--- config.mk ---
export PLATFORM = sky130hd
export DESIGN_NAME = pipelined_cla_adder
export DESIGN_NICKNAME = d
export VERILOG_FILES = /design/src/rtl/cla_pkg.sv /design/src/rtl/cla_group_lookahead.sv /design/src/rtl/pipelined_cla_adder.sv
export SDC_FILE = /design/constraint.sdc
export NUM_CORES = 1
export LEC_CHECK = 0
export CORE_ASPECT_RATIO = 1.1
export CORE_MARGIN = 10
export CORE_UTILIZATION = 25
export DETAILED_ROUTE_END_ITERATION = 8
export GPL_ROUTABILITY_DRIVEN = 0
export HOLD_SLACK_MARGIN = 0.05
export SKIP_CTS_REPAIR_TIMING = 1
export SLEW_MARGIN = 40
export SYNTH_ARGS = -nofsm -noshare
export SYNTH_HDL_FRONTEND = slang
export SYNTH_SLANG_ARGS = --single-unit
--- constraint.sdc ---
create_clock -name clk -period 2.15 [get_ports clk]
set_clock_uncertainty 0.2 [all_clocks]
set_input_delay 0.215 -clock clk [delete_from_list [all_inputs] [get_ports clk]]
set_output_delay 0.215 -clock clk [all_outputs]
set_load 0.05 [all_outputs]
--- src/rtl/cla_pkg.sv ---
// Shared constants for the carry-lookahead adder family.
//   GROUP_W    : lookahead group width in bits (fixed at 4)
//   num_groups : number of GROUP_W-bit groups in a given operand width
package cla_pkg;

  localparam int GROUP_W = 4;

  function automatic int num_groups(input int width);
    return width / GROUP_W;
  endfunction

endpackage

--- src/rtl/cla_group_lookahead.sv ---
// 4-bit carry-lookahead cell, purely combinational.
// Ports:
//   g_i[3:0], p_i[3:0] : per-position generate / propagate
//   c_i                : carry into position 0
//   c_o[2:0]           : carries into positions 1..3 (c1..c3)
//   g_grp_o, p_grp_o   : group generate / propagate over all 4 positions
// The same cell serves bit-level groups and the upper level that combines
// group G/P terms.
module cla_group_lookahead (
  input  logic [3:0] g_i,
  input  logic [3:0] p_i,
  input  logic       c_i,
  output logic [2:0] c_o,
  output logic       g_grp_o,
  output logic       p_grp_o
);

  assign c_o[0] = g_i[0] | (p_i[0] & c_i);
  assign c_o[1] = g_i[1] | (p_i[1] & g_i[0]) | (p_i[1] & p_i[0] & c_i);
  assign c_o[2] = g_i[2] | (p_i[2] & g_i[1]) | (p_i[2] & p_i[1] & g_i[0])
                | (p_i[2] & p_i[1] & p_i[0] & c_i);

  assign g_grp_o = g_i[3] | (p_i[3] & g_i[2]) | (p_i[3] & p_i[2] & g_i[1])
                 | (p_i[3] & p_i[2] & p_i[1] & g_i[0]);
  assign p_grp_o = &p_i;

endmodule

--- src/rtl/pipelined_cla_adder.sv ---
// Two-stage pipelined carry-lookahead adder/subtractor with valid/ready
// streaming on both sides.
// Optional feature macro: PIPELINED_CLA_OVF_EN adds the registered signed
// overflow output ovf.
// Ports:
//   clk, rst_n           : clock, synchronous active-low reset
//   in_valid / in_ready  : input handshake (a, b, c_in, sub)
//   sub                  : 0 -> a+b+c_in, 1 -> a-b (c_in ignored)
//   out_valid / out_ready: output handshake (sum, c_out[, ovf])
//   c_out                : carry out of MSB (for subtraction 1 = no borrow)
module pipelined_cla_adder
  import cla_pkg::*;
#(
  parameter int WIDTH = 16
) (
  input  logic             clk,
  input  logic             rst_n,
  input  logic             in_valid,
  output logic             in_ready,
  input  logic [WIDTH-1:0] a,
  input  logic [WIDTH-1:0] b,
  input  logic             c_in,
  input  logic             sub,
  output logic             out_valid,
  input  logic             out_ready,
  output logic [WIDTH-1:0] sum,
`ifdef PIPELINED_CLA_OVF_EN
  output logic             ovf,
`endif
  output logic             c_out
);

  localparam int NG  = num_groups(WIDTH);
  localparam int NSB = (NG + 3) / 4;

  if ((WIDTH % GROUP_W) != 0 || WIDTH < GROUP_W) begin : g_bad_width
    $error("pipelined_cla_adder: WIDTH must be a multiple of 4 and >= 4");
  end

  // Operand preparation and per-bit generate/propagate
  logic [WIDTH-1:0] b_eff, g_in, p_in;
  logic             cin_eff;
  logic [NG*3-1:0]  gz_d;
  logic [NG-1:0]    grp_g_d, grp_p_d;

  assign b_eff   = sub ? ~b : b;
  assign cin_eff = sub ? 1'b1 : c_in;
  assign g_in    = a & b_eff;
  assign p_in    = a ^ b_eff;

  // With zero carry-in the cell's internal carries are the group-prefix
  // generates; stage 2 only has to OR in the prefix-propagate of the
  // resolved group carry-in.
  for (genvar j = 0; j < NG; j++) begin : g_s1
    cla_group_lookahead u_grp (
      .g_i     (g_in[j*GROUP_W +: GROUP_W]),
      .p_i     (p_in[j*GROUP_W +: GROUP_W]),
      .c_i     (1'b0),
      .c_o     (gz_d[j*3 +: 3]),
      .g_grp_o (grp_g_d[j]),
      .p_grp_o (grp_p_d[j])
    );
  end

  // ---- Stage 1 registers -------------------------------------------------
  logic             vld_p1_q, vld_p1_d;
  logic [WIDTH-1:0] p_p1_q;
  logic [NG*3-1:0]  gz_p1_q;
  logic [NG-1:0]    grp_g_p1_q, grp_p_p1_q;
  logic             cin_p1_q;

  logic vld_p2_q, vld_p2_d;
  logic s2_en, s1_adv;

  assign s2_en    = !vld_p2_q || out_ready;
  assign s1_adv   = !vld_p1_q || s2_en;
  assign in_ready = s1_adv;

  always_comb begin
    vld_p1_d = vld_p1_q;
    vld_p2_d = vld_p2_q;
    if (s1_adv) vld_p1_d = in_valid;
    if (s2_en)  vld_p2_d = vld_p1_q;
  end

  always_ff @(posedge clk) begin
    if (!rst_n) begin
      vld_p1_q   <= 1'b0;
      p_p1_q     <= '0;
      gz_p1_q    <= '0;
      grp_g_p1_q <= '0;
      grp_p_p1_q <= '0;
      cin_p1_q   <= 1'b0;
    end else begin
      vld_p1_q <= vld_p1_d;
      if (in_valid && s1_adv) begin
        p_p1_q     <= p_in;
        gz_p1_q    <= gz_d;
        grp_g_p1_q <= grp_g_d;
        grp_p_p1_q <= grp_p_d;
        cin_p1_q   <= cin_eff;
      end
    end
  end

  // Group carry resolution
  logic [NG-1:0] grp_cin;
  logic          top_cout;

  if (NG == 1) begin : g_single
    assign grp_cin  = cin_p1_q;
    assign top_cout = grp_g_p1_q[0] | (grp_p_p1_q[0] & cin_p1_q);
  end else begin : g_multi
    logic [NSB*4-1:0] grp_g_pad, grp_p_pad, grp_cin_full;
    logic [NSB:0]     sb_cin;

    // Unused upper slots pass carries straight through (G=0, P=1) so the
    // top super-block's carry-out equals the top group's carry-out.
    always_comb begin
      grp_g_pad         = '0;
      grp_p_pad         = '1;
      grp_g_pad[NG-1:0] = grp_g_p1_q;
      grp_p_pad[NG-1:0] = grp_p_p1_q;
    end

    assign sb_cin[0] = cin_p1_q;

    for (genvar k = 0; k < NSB; k++) begin : g_l2
      logic [2:0] c_int;
      logic       sb_g, sb_p;
      cla_group_lookahead u_l2 (
        .g_i     (grp_g_pad[k*4 +: 4]),
        .p_i     (grp_p_pad[k*4 +: 4]),
        .c_i     (sb_cin[k]),
        .c_o     (c_int),
        .g_grp_o (sb_g),
        .p_grp_o (sb_p)
      );
      assign grp_cin_full[k*4 +: 4] = {c_int, sb_cin[k]};
      assign sb_cin[k+1]            = sb_g | (sb_p & sb_cin[k]);
    end

    assign grp_cin  = grp_cin_full[NG-1:0];
    assign top_cout = sb_cin[NSB];
  end

  // Bit carries: prefix generate OR (prefix propagate AND group carry-in)
  logic [WIDTH-1:0] carry;
  logic [WIDTH-1:0] sum_d;

  always_comb begin
    carry = '0;
    for (int j = 0; j < NG; j++) begin
      carry[j*4]   = grp_cin[j];
      carry[j*4+1] = gz_p1_q[j*3]   | (p_p1_q[j*4] & grp_cin[j]);
      carry[j*4+2] = gz_p1_q[j*3+1] | (&p_p1_q[j*4 +: 2] & grp_cin[j]);
      carry[j*4+3] = gz_p1_q[j*3+2] | (&p_p1_q[j*4 +: 3] & grp_cin[j]);
    end
  end

  assign sum_d = p_p1_q ^ carry;

  // ---- Stage 2 registers -------------------------------------------------
  logic [WIDTH-1:0] sum_q;
  logic             c_out_q;

  always_ff @(posedge clk) begin
    if (!rst_n) begin
      vld_p2_q <= 1'b0;
      sum_q    <= '0;
      c_out_q  <= 1'b0;
    end else begin
      vld_p2_q <= vld_p2_d;
      if (s2_en && vld_p1_q) begin
        sum_q   <= sum_d;
        c_out_q <= top_cout;
      end
    end
  end

`ifdef PIPELINED_CLA_OVF_EN
  logic ovf_q;

  always_ff @(posedge clk) begin
    if (!rst_n) begin
      ovf_q <= 1'b0;
    end else if (s2_en && vld_p1_q) begin
      ovf_q <= carry[WIDTH-1] ^ top_cout;
    end
  end

  assign ovf = ovf_q;
`endif

  assign out_valid = vld_p2_q;
  assign sum       = sum_q;
  assign c_out     = c_out_q;

endmodule

; After elaboration in Yosys (flattened, before gate mapping)
; Cells that the tools add are included.
[classes]
n_reduce_logical = 19
muxes = 2
n_bitwise = 113
[op_table]
columns = op, count
row1 = 1-bit AND, 63
row2 = 1-bit bitwise OR, 46
row3 = 16-bit bitwise XOR, 2
row4 = 4-bit AND reduction, 5
row5 = 16-bit AND, 1
row6 = 16-bit two-way mux, 1
row7 = 16-bit inverter, 1
row8 = 3-bit AND reduction, 4
row9 = 2-bit AND reduction, 4
row10 = 1-bit logical AND, 2
row11 = 1-bit zero test, 2
row12 = 1-bit logical OR, 2
row13 = 1-bit two-way mux, 1
[word_totals]
register_bits = 56
inputBits = 38
wordCells = 143

; Logic depth before layout (Yosys ltp)
; Gate-level depths: netlist of run 1.
[depth]
ltp_word = 7
mapped_depth = 8

; Modules after synthesis
; Synthesis of run 1 repeated with hierarchy kept, for this count alone.
[unflattened]
cells_unflattened = 389
hier_area_um2 = 3462.1
[by_module_without_submodules]
columns = mod, cells_per_inst, n_inst, seq_area_each_um2, area_each_um2
row1 = pipelined_cla_adder, 344, 1, 1121.1, 3168.0
row2 = cla_group_lookahead, 9, 5, 0.0, 58.8

; Least setup slack after synthesis of run 1
; Ideal clock, no wire load.
[synth_path]
path_type = reg2reg
startpoint = reg vld_p2_q (netlist: out_valid)
endpoint = reg grp_g_p1_q[3] (netlist: g_multi.grp_g_pad[3])
setup_ps = 121
path_stages_with_launch = 7
t_required_ps = 1829
n_path_buf = 2
arrival_ps = 1979
setup_slack_ps = -150
path_cell_list = dfxtp_1 nand3b_1 and2_1 clkbuf_1 buf_2 o21ai_0 a21oi_1
[synth_via]
elab_chain_cells = 4
[synth_rtl]
columns = element, line
row1 = "start, declared", pipelined_cla_adder.sv:72  ; logic vld_p2_q, vld_p2_d;
row2 = "start signal, assigned", pipelined_cla_adder.sv:173  ; vld_p2_q <= vld_p2_d;
row3 = 1-bit zero test, pipelined_cla_adder.sv:75  ; assign s2_en = !vld_p2_q || out_ready;
row4 = 1-bit logical OR, pipelined_cla_adder.sv:75
row5 = 1-bit logical OR, pipelined_cla_adder.sv:76  ; assign s1_adv = !vld_p1_q || s2_en;
row6 = net in_ready, pipelined_cla_adder.sv:19  ; output logic in_ready,
row7 = 1-bit logical AND, pipelined_cla_adder.sv:96  ; if (in_valid && s1_adv) begin
row8 = "end signal, assigned", pipelined_cla_adder.sv:99  ; grp_g_p1_q <= grp_g_d;
row9 = "end, declared", pipelined_cla_adder.sv:69  ; logic [NG-1:0] grp_g_p1_q, grp_p_p1_q;
; The timed path passes the listed nets, and every way through them passes these cells.
; A chain may end at the register's enable or synchronous reset.

; Final worst setup path of run 1
[layout_path]
startpoint = in sub
endpoint = reg grp_g_p1_q[3] (netlist: g_multi.grp_g_pad[3])
[layout_via]
elab_cells_between_ends = 11
cone_classes = mux: 1 / bitwise: 10
[layout_rtl]
columns = element, line
row1 = "start, declared", pipelined_cla_adder.sv:23  ; input logic sub,
row2 = 16-bit two-way mux, pipelined_cla_adder.sv:46  ; assign b_eff = sub ? ~b : b;
row3 = 16-bit bitwise XOR, pipelined_cla_adder.sv:49  ; assign p_in = a ^ b_eff;
row4 = net g_s1[3].u_grp.p_i[1], cla_group_lookahead.sv:11  ; input logic [3:0] p_i,
row5 = 1-bit AND (2 in series), cla_group_lookahead.sv:24  ; | (p_i[3] & p_i[2] & p_i[1] & g_i[0]);
row6 = 1-bit bitwise OR, cla_group_lookahead.sv:24
; The timed path passes the listed nets, and every way through them passes these cells.

==> results.json, run 1 <==
{
  "via_per_inst": 4.37,
  "clockBufferDepth": 2,
  "cts.sinks": 56,
  "cts_made_buffers": 5,
  "drc_errors": 0,
  "hp-class": "in -> reg",
  "die_w_um": 122,
  "status": "finished, final reports clean",
  "dp_slack_ns": -0.114,
  "insertion_delay_ns": 0.29,
  "fin_crit_sh_pct": 90.7,
  "synthFlopType": "dfxtp_1",
  "ctsRootBufferMaster": "clkbuf_16",
  "grt_pass1_vias": 2388,
  "rsz0062_at_grt": "false",
  "first_pass_iters": 4,
  "path_cells": "clkdlybuf4s50_1 > buf_12 > xor2_1 > ha_1 > a21o_1 > a21o_1 > a21oi_1 > a21oi_1",
  "p_sw_share_pct": 27.9,
  "drt-initial-drc-count": 126,
  "area_growth_pct": 33.7,
  "core_um2": 11400,
  "place_area_um2": 3710,
  "relSlewSlack_pct": 63.6,
  "insertedDiodeCount": 0,
  "synth_edf_count": 0,
  "synth_cell_types": 36,
  "syn_avg_cell_area_um2": 8.51,
  "vias": 2400,
  "power_per_cell_area_nw_per_um2": 649,
  "setup_viol": 0,
  "fin_nets": 457,
  "p_leak_uw": 0.00149,
  "setup_ws_ns": 0.199,
  "drt_wl_total_um": 7130,
  "slowest_stage": "clkdlybuf4s50_1",
  "grt_start_max_net_pins": 42,
  "globalRouteOverflowTotal": 0,
  "grt_pass1_wl_um": 11900,
  "post_drt_wl_per_cell_um": 13.0,
  "clockPowerShare_pct": 31.0,
  "clk_pin_slew_ns": 0.06,
  "ys_ff_latch": 56,
  "antenna_found_initial": 0,
  "fin_area_um2": 3850,
  "dp_hpwl_um": 5750,
  "hold_viol": 0,
  "cts_tree": "built",
  "crit_type": "in -> reg",
  "synthArstFlopShare_pct": 0,
  "crit_arrival_ns": 1.92,
  "syn_area_um2": 2880,
  "die_y_um": 133,
  "track_usage_pct": 8.91,
  "postSynthCellCount": 338,
  "ff2ff_setup_slack_ns": 0.27,
  "max_clock_freq_ghz": 0.513,
  "mostFrequentLayoutCell": "nand2_1",
  "power_uw": 2500,
  "p_sw_uw": 697,
  "critPathLaunchType": "input pin",
  "internal_power_uw": 1800,
  "worst_slew_pin_slew_ns": 0.544,
  "drv_slew": 0,
  "p_comb_share_pct": 22.3,
  "seqPwrFrac_pct": 46.6,
  "cap_violations": 0,
  "drive_above_1_share_pct": 7.77,
  "synth_nets": 396,
  "ys_warn_count": 0,
  "yosysSeqAreaShare_pct": 39.0,
  "ctsHtreeMaxLevel": 2,
  "setup-tns-final_ns": 0,
  "max_stage_delay_ns": 0.50,
  "ant_nets": 0,
  "start_util_pct": 25.3,
  "std_cell_rows": 41,
  "vdd_drop_max_v": 0.000281,
  "crit_path_max_fanout": 14,
  "mostFrequentLayoutCells": "nand2_1 (81), dfxtp_1 (55), clkdlybuf4s50_1 (54), a21boi_0 (40), ha_1 (20)",
  "period_needed_ns": 1.95,
  "critPathRequiredTime_ns": 2.12,
  "port_buffers": 56,
  "die-area_um2": 16200,
  "io_pins": 57,
  "worstSetupEndpointType": "flip-flop"
}
==> state kept, by name, indices dropped and copies added (netlist names) <==
signal,flops
cin_p1_q,1
g_multi.grp_g_pad,4
gz_p1_q,12
out_valid,1
vld_p1_q,1
c_out,1
g_multi.grp_p_pad,4
p_p1_q,16
sum,16
==> logic make-up (layout without fill, tap and decap cells) <==
kind of cell             Yosys count  count (layout)  share of synthesized area [%]
AND/OR/NAND/NOR                  131             131                           20.7
AO/OA/AOI/OAI                     84              84                           21.0
flip-flops                        56              56                           39.0
buffers and inverters             24              85                           3.65
XOR/XNOR                          23              23                           7.00
adder cells (fa/ha/maj)           20              20                           8.70
==> routing by layer <==
layer / vias up / part of all wire (%) / GRT usage (%)
li1: 1294 / - / -
met1: 1064 / 51 / 11.9
met2: 37 / 45 / 13.7
met3: 5 / 3.0 / 1.91
met4: 0 / 1.5 / 3.34
met5: - / 0 / 0
==> Yosys cell counts (all sizes together), types with 2 or more instances <==
| library cell | instances | area, um^2 |
|---|---|---|
| nand3b | 3 | 22.5 |
| nor3b | 5 | 37.5 |
| nand4 | 4 | 25.0 |
| dfxtp | 56 | 1120 |
| and2 | 2 | 12.5 |
| nor2 | 14 | 52.6 |
| clkbuf | 8 | 30.0 |
| buf | 12 | 60.1 |
| a41oi | 2 | 25.0 |
| and4 | 5 | 43.8 |
| ha | 20 | 250 |
| o21ai | 8 | 40.0 |
| o311ai | 3 | 26.3 |
| a31oi | 2 | 12.5 |
| o211ai | 2 | 15.0 |
| a21oi | 14 | 73.8 |
| o2111ai | 2 | 17.5 |
| a21o | 9 | 75.1 |
| xor2 | 18 | 158 |
| inv | 4 | 15.0 |
| nand3 | 10 | 50.1 |
| nand2 | 81 | 304 |
| xnor2 | 5 | 43.8 |
| a21boi | 40 | 300 |
==> stage by stage <==
stage | util, % | std cells | hold WS, ns
2_1_floorplan | - | 338 | 0.154
3_3_place_gp | 32.6 | 542 | 0.254
3_5_place_dp | 32.6 | 542 | 0.260
4_1_cts | 33.8 | 549 | 0.230
5_1_grt | 33.8 | 549 | 0.259
6_report | 33.8 | 549 | 0.228
==> power groups by stage <==
stage / registers [uW] / clock network [uW] / logic (uW)
after floorplan: 1240 / 0 / 276
after global placement: 1190 / 0 / 556
after detailed placement: 1190 / 0 / 561
after CTS: 1170 / 798 / 564
after global routing: 1180 / 844 / 622
final: 1160 / 775 / 558
==> worst max-delay path, delay by kind of cell <==
family	cells	cell delay, ns
adder cells (fa/ha/maj)	1	0.28
buffers and inverters	2	0.66
XOR/XNOR	1	0.15
AO/OA/AOI/OAI	4	0.61
==> final timing paths <==
check,startpoint,end,cells after the start
max,sub,g_multi.grp_g_pad[3]$_SDFFE_PN0P_,8
max reg2reg,g_multi.grp_g_pad[0]$_SDFFE_PN0P_,sum[13]$_SDFFE_PN0P_,8
min reg2reg,sum[1]$_SDFFE_PN0P_,sum[1]$_SDFFE_PN0P_,2
min,rst_n,sum[0]$_SDFFE_PN0P_,2
==> layout make-up <==
cell class	instances	area [um^2]
Clock buffer	6	129
Clock inverter	1	5.00
Fill cell	1213	7540
Inverter	4	15.0
Multi-Input combinational cell	258	1650
Sequential cell	56	1120
Tap cell	150	188
Timing Repair Buffer	74	738
Note: power is estimated with default switching activity, not from simulation.
==> inputs of run 2 (changes only) <==
--- a/config.mk
+++ b/config.mk
@@ -9,6 +9,7 @@
 export CORE_MARGIN = 10
 export CORE_UTILIZATION = 25
 export DETAILED_ROUTE_END_ITERATION = 8
+export DONT_BUFFER_PORTS = 1
 export GPL_ROUTABILITY_DRIVEN = 0
 export HOLD_SLACK_MARGIN = 0.05
 export SKIP_CTS_REPAIR_TIMING = 1
==> results.json, run 2 (synthesized netlist as in run 1, its figures left out) <==
{
  "status": "finished, final reports clean",
  "rsz0062_at_grt": "false",
  "power_uw": 2360,
  "start_util_pct": 25.3,
  "clk_pin_slew_ns": 0.07,
  "hp-class": "in -> reg",
  "critPathLaunchType": "flip-flop",
  "vdd_drop_max_v": 0.000330,
  "cts.sinks": 56,
  "globalRouteOverflowTotal": 0,
  "worstSetupEndpointType": "flip-flop",
  "setup_viol": 0,
  "setup-tns-final_ns": 0,
  "max_clock_freq_ghz": 0.529,
  "slowest_stage": "dfxtp_1",
  "first_pass_iters": 4,
  "grt_pass1_wl_um": 11600,
  "fin_crit_sh_pct": 87.9,
  "die_y_um": 133,
  "die-area_um2": 16200,
  "cts_tree": "built",
  "drc_errors": 0,
  "critPathRequiredTime_ns": 2.17,
  "dp_hpwl_um": 5530,
  "crit_arrival_ns": 1.91,
  "p_leak_uw": 0.00129,
  "antenna_found_initial": 0,
  "post_drt_wl_per_cell_um": 14.7,
  "drv_slew": 0,
  "max_stage_delay_ns": 0.34,
  "mostFrequentLayoutCell": "nand2_1",
  "crit_family": "compound AO/OA/AOI/OAI gates",
  "std_cell_rows": 41,
  "cap_violations": 0,
  "insertedDiodeCount": 0,
  "crit_path_frequent_cell": "a21boi_0",
  "crit_buf_inv": 0,
  "vias": 2276,
  "wl_met3_um": 496,
  "cts_made_buffers": 5,
  "ctsHtreeMaxLevel": 2,
  "clockBufferDepth": 2,
  "mostFrequentLayoutCells": "nand2_1 (81), dfxtp_1 (55), a21boi_0 (40), ha_1 (20)",
  "ctsRootBufferMaster": "clkbuf_16",
  "die_w_um": 122,
  "crit_type": "reg -> reg",
  "drive_above_1_share_pct": 8.36,
  "drt_wl_total_um": 7310,
  "top_layer": "met4",
  "hold_viol": 0,
  "core_um2": 11400,
  "drt-initial-drc-count": 195,
  "via_per_inst": 4.58,
  "relSlewSlack_pct": 62.7,
  "m1WireLength_um": 3450,
  "fin_nets": 407,
  "track_usage_pct": 8.84,
  "area_growth_pct": 15.2,
  "worst_slew_pin_slew_ns": 0.559,
  "grt_pass1_vias": 2218,
  "power_per_cell_area_nw_per_um2": 713,
  "io_pins": 57,
  "ant_nets": 0,
  "grt_start_max_net_pins": 69,
  "met2WireLength_um": 3250,
  "port_buffers": 0,
  "crit_path_max_fanout": 5,
  "insertion_delay_ns": 0.29,
  "period_needed_ns": 1.89,
  "path_cells": "a21oi_2 > a21boi_0 > or2_2 > ha_1 > nor2_1 > xnor2_1 > nand2_1 > a21boi_0"
}
run 2: changes by cell type in the layout (fill, tap and decap cells not counted):
cell,change
buf_4,+3
clkbuf_1,-1
clkinv_2,-1
buf_12,-4
clkdlybuf4s50_1,-54
buf_2,-1
buf_16,+1
dlygate4sd3_1,+5
run 2: path summary, 6_finish.rpt:
kind	end	slack (ns)	start	cells past startpoint
worst min register to register	sum[12]$_SDFFE_PN0P_	0.26	sum[12]$_SDFFE_PN0P_	2
worst min-delay path	vld_p1_q$_SDFFE_PN0N_	0.03	out_ready	2
worst max-delay path	sum[13]$_SDFFE_PN0P_	0.26	g_multi.grp_g_pad[0]$_SDFFE_PN0P_	8
worst max register to register	sum[13]$_SDFFE_PN0P_	0.26	g_multi.grp_g_pad[0]$_SDFFE_PN0P_	8
run 2: layout make-up:
type	instances	area, um^2
Tap cell	150	188
Fill cell	1240	8070
Timing Repair Buffer	24	213
Clock buffer	5	125
Inverter	4	15.0
Sequential cell	56	1120
Multi-Input combinational cell	258	1650
run 2: stage by stage:
step                      setup slack (ns)  utilization (%)  cell area, um^2  std cells  hold WS [ns]
final                                0.261             29.1             3310        497        0.0343
after CTS                            0.253             28.4             3240        491        -0.139
after detailed placement             0.264             27.3             3110        486         0.173
after floorplan                     0.0455                -             2880        338         0.154
after global placement               0.309             27.3             3110        486         0.160
after global routing                0.0667             29.1             3310        497        0.0583
run 2: report_power, final:
group / internal [uW] / switching (uW)
Clock: 413 / 340
Sequential: 1110 / 84.1
Combinational: 178 / 239
Total: 1700 / 663
run 2: routing by layer:
layer  vias to the layer above  GRT usage (%)
met3                         6           3.45
met5                         -              0
met1                      1033           11.0
met4                         0           3.15
met2                        51           13.4
li1                       1186              -
==> inputs of run 3 (changes only) <==
--- a/config.mk
+++ b/config.mk
@@ -5,7 +5,7 @@
 export SDC_FILE = /design/constraint.sdc
 export NUM_CORES = 1
 export LEC_CHECK = 0
-export CORE_ASPECT_RATIO = 1.1
+export CAP_MARGIN = 5
 export CORE_MARGIN = 10
 export CORE_UTILIZATION = 25
 export DETAILED_ROUTE_END_ITERATION = 8
==> results.json, run 3 (synthesized netlist as in run 1, its figures left out) <==
{
  "max_clock_freq_ghz": 0.477,
  "drt_wl_total_um": 7390,
  "register_area_um2": 1120,
  "post-place-cells": 479,
  "status": "finished, final reports clean",
  "nFillCells": 1212,
  "power_per_cell_area_nw_per_um2": 785,
  "drive_above_1_share_pct": 9.40,
  "clockPowerShare_pct": 39.4,
  "period_needed_ns": 2.10,
  "drc_errors": 0,
  "worst_slew_pin_slew_ns": 0.577,
  "first_pass_iters": 4,
  "hold_viol": 0,
  "insertion_delay_ns": 0.29,
  "io_pins": 57,
  "critPathRequiredTime_ns": 2.19,
  "r2r-end": "cin_p1_q$_SDFFE_PN0P_",
  "insertedDiodeCount": 0,
  "worstSetupEndpointType": "flip-flop",
  "cts_made_buffers": 5,
  "setup_ws_ns": 0.0541,
  "die-area_um2": 16200,
  "p_leak_uw": 0.00134,
  "dp_slack_ns": 0.217,
  "mostFrequentLayoutCells": "nand2_1 (81), dfxtp_1 (55), a21boi_0 (40), ha_1 (20), xor2_1 (18)",
  "globalRouteOverflowTotal": 0,
  "cap_violations": 0,
  "die_y_um": 127,
  "cts.sinks": 56,
  "min_path_cells": 3,
  "std_cell_rows": 39,
  "via_per_inst": 4.64,
  "p_sw_uw": 713,
  "mostFrequentLayoutCell": "nand2_1",
  "relSlewSlack_pct": 61.5,
  "fin_nets": 408,
  "internal_power_uw": 1960,
  "clockBufferDepth": 2,
  "fin_crit_sh_pct": 97.5,
  "dp_hpwl_um": 5570,
  "die_w_um": 127,
  "p_comb_share_pct": 15.9,
  "vias": 2291,
  "hp-class": "in -> reg",
  "crit_type": "reg -> reg",
  "final_util_pct": 30.1,
  "finish.cell_count_without_fillers": 494,
  "rr_worst_depth": 6,
  "power_uw": 2680,
  "post_drt_wl_per_cell_um": 15.0,
  "track_usage_pct": 8.81,
  "grt_pass1_vias": 2265,
  "ant_nets": 0,
  "ctsHtreeMaxLevel": 2,
  "core_um2": 11300,
  "clk_pin_slew_ns": 0.07,
  "ctsRootBufferMaster": "clkbuf_16",
  "setup_viol": 0,
  "p_sw_share_pct": 26.6,
  "drv_slew": 0,
  "critPathLaunchType": "flip-flop",
  "vdd_drop_max_v": 0.000310,
  "timing.hold.ws_ns": 0.0366,
  "hp-start": "a[15]",
  "seqPwrFrac_pct": 44.7,
  "ff2ff_setup_slack_ns": 0.05,
  "antenna_found_initial": 0,
  "worstHoldEndpoint": "g_multi.grp_g_pad[3]$_SDFFE_PN0P_",
  "area_growth_pct": 18.5,
  "crit_arrival_ns": 2.13,
  "r2r-start": "vld_p1_q$_SDFFE_PN0N_",
  "port_buffers": 0,
  "start_util_pct": 25.4,
  "cts_tree": "built",
  "grt_pass1_wl_um": 11800,
  "crit_path_max_fanout": 33,
  "multi_input_area_um2": 1660,
  "grt_start_max_net_pins": 69,
  "drt-initial-drc-count": 158
}
run 3: changes by cell type in the layout (fill, tap and decap cells not counted), sizes merged:
| cell | previous run | this run |
|---|---|---|
| inv | 4 | 5 |
| bufinv | 0 | 2 |
| dlygate4sd3 | 5 | 6 |
run 3: metal layers:
| layer | global-route usage, % | wire length (um) | vias to the layer above |
|---|---|---|---|
| met5 | 0 | 0 | - |
| met4 | 3.01 | 99 | 0 |
| met3 | 3.14 | 526 | 6 |
| met2 | 13.1 | 3050 | 59 |
| met1 | 11.5 | 3710 | 1030 |
| li1 | - | - | 1196 |
run 3: worst max-delay path, cell delays in order (launching register included):
cell and delay, ns:
dfxtp_1 0.37, nand3b_1 0.15, nand2_1 0.10, buf_4 0.32
nor3_1 0.08, nor3b_1 0.21, dlygate4sd3_1 0.59
run 3: final cells by class:
class	instances	share of cell area (%)
inverter	4	0.440
timing repair buffer	25	6.90
clock buffer	5	3.67
sequential	56	32.9
multi-input combinational	258	48.8
clock inverter	3	2.02
tap	143	5.25
run 3: per-stage QoR:
step                      area, um^2  setup TNS [ns]
after floorplan                 2880               0
after global placement          3120               0
after detailed placement        3120               0
after CTS                       3310               0
after global routing            3410         -0.0626
final                           3410               0
run 3: power groups by stage:
stage | clock network [uW] | logic, uW | registers, uW
finish | 1060 | 426 | 1200
global route | 1110 | 484 | 1210
CTS | 1070 | 399 | 1190
detailed placement | 0 | 395 | 1220
global placement | 0 | 391 | 1220
floorplan | 0 | 276 | 1240
run 3: worst max-delay path by stage:
stage | to | depth (start not counted) | startpoint
5_1_grt | cin_p1_q$_SDFFE_PN0P_ | 6 | vld_p1_q$_SDFFE_PN0N_
3_3_place_gp | sum[13]$_SDFFE_PN0P_ | 8 | g_multi.grp_g_pad[0]$_SDFFE_PN0P_
6_report | cin_p1_q$_SDFFE_PN0P_ | 6 | vld_p1_q$_SDFFE_PN0N_
3_5_place_dp | sum[13]$_SDFFE_PN0P_ | 8 | g_multi.grp_g_pad[0]$_SDFFE_PN0P_
4_1_cts | sum[13]$_SDFFE_PN0P_ | 8 | g_multi.grp_g_pad[0]$_SDFFE_PN0P_
2_1_floorplan | g_multi.grp_g_pad[3]$_SDFFE_PN0P_ | 6 | out_valid$_SDFFE_PN0P_
